File: config.mk
export PLATFORM = sky130hd
export DESIGN_NAME = mb_reconstructor
export DESIGN_NICKNAME = d
export VERILOG_FILES = /design/src/rtl/intrapred_pkg.sv /design/src/rtl/recon_row.sv /design/src/rtl/mb_reconstructor.sv
export SDC_FILE = /design/constraint.sdc
export NUM_CORES = 2
export LEC_CHECK = 0
export BUFFER_PORTS_ARGS = -buffer_cell sky130_fd_sc_hd__buf_4
export CORE_AREA = 3 3 644 646
export CTS_BUF_LIST = sky130_fd_sc_hd__clkbuf_16
export CTS_CLUSTER_SIZE = 28
export DETAILED_ROUTE_END_ITERATION = 10
export DIE_AREA = 0 0 647 649
export GPL_ROUTABILITY_DRIVEN = 0
export GPL_TIMING_DRIVEN = 0
export HOLD_SLACK_MARGIN = 0.06
export PLACE_DENSITY = 0.35
export SLEW_MARGIN = 30
export SYNTH_ARGS = -nofsm -noshare
export SYNTH_HDL_FRONTEND = slang
export SYNTH_HIERARCHICAL = 1
export SYNTH_SLANG_ARGS = --single-unit
File: constraint.sdc
create_clock -name clk -period 44.4 [get_ports clk]
set_clock_uncertainty 0.15 [all_clocks]
set_input_delay 6.66 -clock clk [delete_from_list [all_inputs] [get_ports clk]]
set_output_delay 6.66 -clock clk [all_outputs]
set_load 0.02 [all_outputs]
File: src/rtl/intrapred_pkg.sv
// Shared types and helpers for the intra-prediction path (predictor, reconstructor, saver).
// Block geometry defaults and the pixel clip live here so every stage agrees on them.
package intrapred_pkg;

    localparam int DEF_MB_SIZE_L = 8;
    localparam int DEF_MB_SIZE_W = 8;
    localparam int DEF_RES_WIDTH = 9;

    typedef enum logic [1:0] {
        IDLE  = 2'd0,
        RECON = 2'd1,
        SAVE  = 2'd2,
        DONE  = 2'd3
    } recon_state_t;

    // Saturate a prediction+residual sum (-256..510) into an 8-bit pixel.
    function automatic logic [7:0] clip_u8(input logic signed [9:0] sum);
        if (sum < 10'sd0)
            return 8'd0;
        else if (sum > 10'sd255)
            return 8'd255;
        else
            return sum[7:0];
    endfunction

endpackage

File: src/rtl/recon_row.sv
// One row of reconstruction: MB_SIZE_W parallel pred+resid adders, each clipped to 0..255.
// Purely combinational; the parent registers the result.
module recon_row
    import intrapred_pkg::*;
#(
    parameter int MB_SIZE_W = DEF_MB_SIZE_W,
    parameter int RES_WIDTH = DEF_RES_WIDTH
) (
    input  logic [8*MB_SIZE_W-1:0]         pred_row,
    input  logic [RES_WIDTH*MB_SIZE_W-1:0] resid_row,
    output logic [8*MB_SIZE_W-1:0]         pix_row
);

    for (genvar c = 0; c < MB_SIZE_W; c++) begin : g_px
        logic signed [RES_WIDTH-1:0] r;
        logic signed [9:0]           p10;
        logic signed [9:0]           r10;
        logic signed [9:0]           sum;

        assign r   = resid_row[c*RES_WIDTH +: RES_WIDTH];
        assign p10 = signed'({2'b00, pred_row[c*8 +: 8]});
        assign r10 = 10'(r);
        assign sum = p10 + r10;
        assign pix_row[c*8 +: 8] = clip_u8(sum);
    end

endmodule

File: src/rtl/mb_reconstructor.sv
// Reconstructs one macroblock (pred + resid, clipped) one row per cycle, then strobes
// the finished block to the frame-buffer saver and reports completion with done.
module mb_reconstructor
    import intrapred_pkg::*;
#(
    parameter int MB_SIZE_L = DEF_MB_SIZE_L,
    parameter int MB_SIZE_W = DEF_MB_SIZE_W,
    parameter int RES_WIDTH = DEF_RES_WIDTH
) (
    input  logic                                        clk,
    input  logic                                        reset,
    input  logic                                        start,
    input  logic [31:0]                                 mbnumber_in,
    input  logic [8*MB_SIZE_L*MB_SIZE_W-1:0]            pred,
    input  logic signed [RES_WIDTH*MB_SIZE_L*MB_SIZE_W-1:0] resid,
    output logic                                        busy,
    output logic                                        enable,
    output logic [31:0]                                 mbnumber,
    output logic [8*MB_SIZE_L*MB_SIZE_W-1:0]            reconst,
    output logic                                        done
);

    localparam int N         = MB_SIZE_L * MB_SIZE_W;
    localparam int ROW_W     = 8 * MB_SIZE_W;
    localparam int RES_ROW_W = RES_WIDTH * MB_SIZE_W;
    localparam int CNT_W     = (MB_SIZE_L > 1) ? $clog2(MB_SIZE_L) : 1;
    localparam logic [CNT_W-1:0] LAST_ROW = CNT_W'(MB_SIZE_L - 1);

    recon_state_t state, state_nxt;
    logic         accept;
    logic         row_we;
    logic         last_row;

    logic [CNT_W-1:0]       row_cnt;
    logic [8*N-1:0]         pred_p0;
    logic [RES_WIDTH*N-1:0] resid_p0;
    logic [ROW_W-1:0]       pred_row;
    logic [RES_ROW_W-1:0]   resid_row;
    logic [ROW_W-1:0]       pix_row;

    always_ff @(posedge clk or posedge reset) begin
        if (reset)
            state <= IDLE;
        else
            state <= state_nxt;
    end

    always_comb begin
        state_nxt = state;
        accept    = 1'b0;
        row_we    = 1'b0;
        case (state)
            IDLE: begin
                if (start) begin
                    accept    = 1'b1;
                    state_nxt = RECON;
                end
            end
            RECON: begin
                row_we = 1'b1;
                if (row_cnt == LAST_ROW)
                    state_nxt = SAVE;
            end
            SAVE:    state_nxt = DONE;
            DONE:    state_nxt = IDLE;
            default: state_nxt = IDLE;
        endcase
    end

    assign last_row = row_we && (row_cnt == LAST_ROW);
    assign busy     = (state != IDLE);

    // Stage p0: operands frozen at accept so upstream is free to move on.
    always_ff @(posedge clk) begin
        if (accept) begin
            pred_p0  <= pred;
            resid_p0 <= resid;
        end
    end

    assign pred_row  = pred_p0[row_cnt*ROW_W +: ROW_W];
    assign resid_row = resid_p0[row_cnt*RES_ROW_W +: RES_ROW_W];

    recon_row #(
        .MB_SIZE_W (MB_SIZE_W),
        .RES_WIDTH (RES_WIDTH)
    ) u_recon_row (
        .pred_row  (pred_row),
        .resid_row (resid_row),
        .pix_row   (pix_row)
    );

    // Stage p1: registered rows and saver-facing strobes.
    always_ff @(posedge clk or posedge reset) begin
        if (reset) begin
            row_cnt  <= '0;
            enable   <= 1'b0;
            done     <= 1'b0;
            mbnumber <= '0;
            reconst  <= '0;
        end else begin
            enable <= last_row;
            done   <= (state == SAVE);
            if (accept) begin
                row_cnt  <= '0;
                mbnumber <= mbnumber_in;
            end else if (row_we) begin
                reconst[row_cnt*ROW_W +: ROW_W] <= pix_row;
                row_cnt <= row_cnt + 1'b1;
            end
        end
    end

endmodule

==> results.py <==
metrics = {
    "worst_setup_path": {
        "crit_top_cell": "buf_16",
        "reg2reg_slack_ns": 37.94,
        "start_kind": "primary input",
        "critPathLaunch": "start",
        "arrival_ns": 9.85,
        "crit_type": "in2reg",
        "r2r-end": "reconst[335]",
        "path_cells": "buf_4 -> and2_1 -> clkbuf_1 -> clkbuf_4 -> buf_12 -> buf_16 -> buf_16 -> buf_12 -> buf_16 -> buf_16",
        "crit_slowest_cell": "clkbuf_4",
        "cpPeakStageDelay_ns": 0.65,
        "cp-endpoint": "resid_p0[79]",
        "endpoint_kind": "flop",
        "worstPathRequired_ns": 44.80,
        "crit-reg2reg-launch": "row_cnt[0]",
        "path_max_fanout": 45,
        "r2r_cells": 16,
    },
    "sta": {
        "tightest_slew_ns": 1.02,
        "hold_viol": 0,
        "min_period_over_period": 0.213,
        "min_period_ns": 9.44,
        "setup_ws_ns": 34.96,
        "timing.fmax_ghz": 0.106,
        "tns_ns": 0,
        "slew_violations": 0,
        "rsz0062_at_grt": "no",
        "setup_viol": 0,
        "max_slew_margin": 0.322,
    },
    "grt": {
        "grt_overflow": 0,
        "grt_pass1_wl_mm": 497,
        "grt_max_degree": 85,
        "grt_usage": 0.180,
        "antenna_found_initial": 156,
        "grt_pass1_vias": 48100,
    },
    "floorplanning": {
        "fp.dieW_um": 647,
        "io-pin-count": 1670,
        "die_y_um": 649,
        "row_count": 235,
        "start_util": 0.162,
        "core_sq_um": 410000,
        "dieArea_sq_um": 420000,
    },
    "route": {
        "wl_per_cell_um": 33.3,
        "route.detailed.drc": 0,
        "drt-pass1-iter-count": 5,
        "routed_wl_mm": 389,
        "via_per_inst": 3.93,
        "antenna_left": 0,
        "first_iter_violations": 3409,
        "vias": 46000,
    },
    "clock_tree": {
        "cts-root-buf": "clkbuf_16",
        "post_cts_resized": 0,
        "numCtsBuffers": 209,
        "post-cts-setup-buffers": 0,
        "hold_buffers": 0,
        "clkLatencyLatePin_ns": 0.90,
        "cts.clk_slew.worst_paths_ns": 0.06,
        "cts_tree": "done",
        "cts.htree.levels": 4,
        "cts.path.max_buffers": 4,
        "cts_num_sinks": 1639,
    },
    "pwr": {
        "power_leakage_nw": 37.9,
        "pwr_density_cell_nw_per_um2": 81.9,
        "ir_drop_uv": 89.3,
    },
    "finish": {
        "layout.nets": 7238,
        "layout-drive-gt1-share": 0.457,
        "syn_to_final_growth_pct": 42.5,
        "fillerInstances": 43300,
        "fin_util": 0.231,
    },
    "yosys": {
        "synthArstFlopShare": 0.336,
        "synthDistinctLibCells": 78,
        "syn_area_sq_um": 66500,
        "dominantRegCellSynth": "edfxtp_1",
        "yosysWarnings": 6,
        "synth_nets": 5277,
        "ys_seq_elements": 1639,
        "syn_inst": 4073,
        "synth_edf_count": 1088,
        "synth-seq-area-share": 0.699,
        "avgSynthCellArea_sq_um": 16.3,
    },
    "worst_hold_path": {
        "hold_class": "reg2reg",
    },
    "place": {
        "pre_cts_ws_ns": 34.03,
        "io_buffer_count": 1669,
        "dp_hpwl_mm": 322,
    },
    "flow_run": {
        "maxCapViolations": 0,
    },
    "status": {
        "status": "complete, no violations",
    },
}
## registers in the layout (all words and copies together), names as in the netlist
| register | count |
|---|---|
| resid_p0 | 576 |
| pred_p0 | 512 |
| reconst | 512 |
| mbnumber | 32 |
| row_cnt | 3 |
| state | 2 |
| done | 1 |
| enable | 1 |
## layout by cell type, fill, tap and decap left out, types with 50 or more instances in the layout
master     instances
mux2_4            60
mux4_2           272
buf_4           1680
inv_1            113
and2_1            80
nand2_1          554
o31ai_1           50
dfrtp_1          551
clkbuf_16        213
o21ai_0          363
edfxtp_1        1088
nor2_1            54
ha_1              73
mux2_2           271
clkbuf_1          99
## where the power goes
part / internal, mW / total, mW / switching [mW] / leakage [nW]
sequential: 2.01 / 2.18 / 0.170 / 17.4
clock: 0.974 / 1.70 / 0.728 / 3.48
combinational: 1.24 / 3.87 / 2.62 / 17.0
## area by class of cell
cell class / instances / area [sq um] / area share
Clock buffer: 213 / 5330 / 0.0563
Antenna cell: 48 / 120 / 0.00127
Sequential cell: 1639 / 46500 / 0.491
Multi-Input combinational cell: 2146 / 19000 / 0.201
Clock inverter: 171 / 1350 / 0.0143
Buffer: 232 / 1210 / 0.0127
Inverter: 56 / 218 / 0.00230
Timing Repair Buffer: 1750 / 14200 / 0.150
Tap cell: 5451 / 6820 / 0.0720
## per-layer routing
| metal | vias to the layer above | GRT usage | wire, um |
|---|---|---|---|
| li1 | 19500 | - | - |
| met1 | 24200 | 0.221 | 159000 |
| met2 | 1782 | 0.318 | 196000 |
| met3 | 466 | 0.0433 | 25300 |
| met4 | 84 | 0.0350 | 8510 |
| met5 | - | 0 | 575 |
## critical path: cells and delay by family
family	cells	cell delay, ns
buffers and inverters	9	2.82
and+or+nand+nor	1	0.12
## how the worst min path moves through the flow
stage | from | end | slack (ns) | depth (start not counted)
2_1_floorplan | state[1] | state[1] | 0.36 | 1
3_3_place_gp | reconst[108] | reconst[108] | 0.32 | 1
3_5_place_dp | reconst[198] | reconst[198] | 0.32 | 1
4_1_cts | reconst[198] | reconst[198] | 0.33 | 1
5_1_grt | reconst[92] | reconst[92] | 0.36 | 1
6_report | reconst[198] | reconst[198] | 0.33 | 1
## synthesized netlist by cell type (all sizes together) (56+ instances only)
cell    count  area, sq um
nor2       58          218
mux4      272         6130
clkbuf    145          544
and2       80          500
inv        56          210
ha         73          913
mux2      331         3950
a21oi      79          399
nand2     554         2080
edfxtp   1088        32700
dfrtp     551        13800
o21ai     394         1970
buf        87          581
## stage by stage
stage                     hold slack, ns  power (mW)  area (sq um)  instances
after global routing               0.363        8.19         94600      11700
after CTS                          0.333        7.98         94600      11700
after floorplan                    0.356        4.12         66500       4073
final                              0.332        7.75         94700      11700
after detailed placement           0.320        6.22         87900      11300
after global placement             0.320        6.37         85800      11200
## cell families (layout without fill, tap and decap cells)
group                    count (synthesis)  after routing  share of synthesized area
other                                    0             48                          0
buffers and inverters                  288           2422                     0.0201
multiplexers                           607            607                      0.152
adder cells (fa/ha/maj)                 81             81                     0.0162
XOR/XNOR                                40             40                    0.00578
AND/OR/NAND/NOR                        788            788                     0.0519
flip-flops                            1639           1639                      0.699
AO/OA/AOI/OAI                          630            630                     0.0548
No activity file was read; power rests on OpenSTA's default activity.
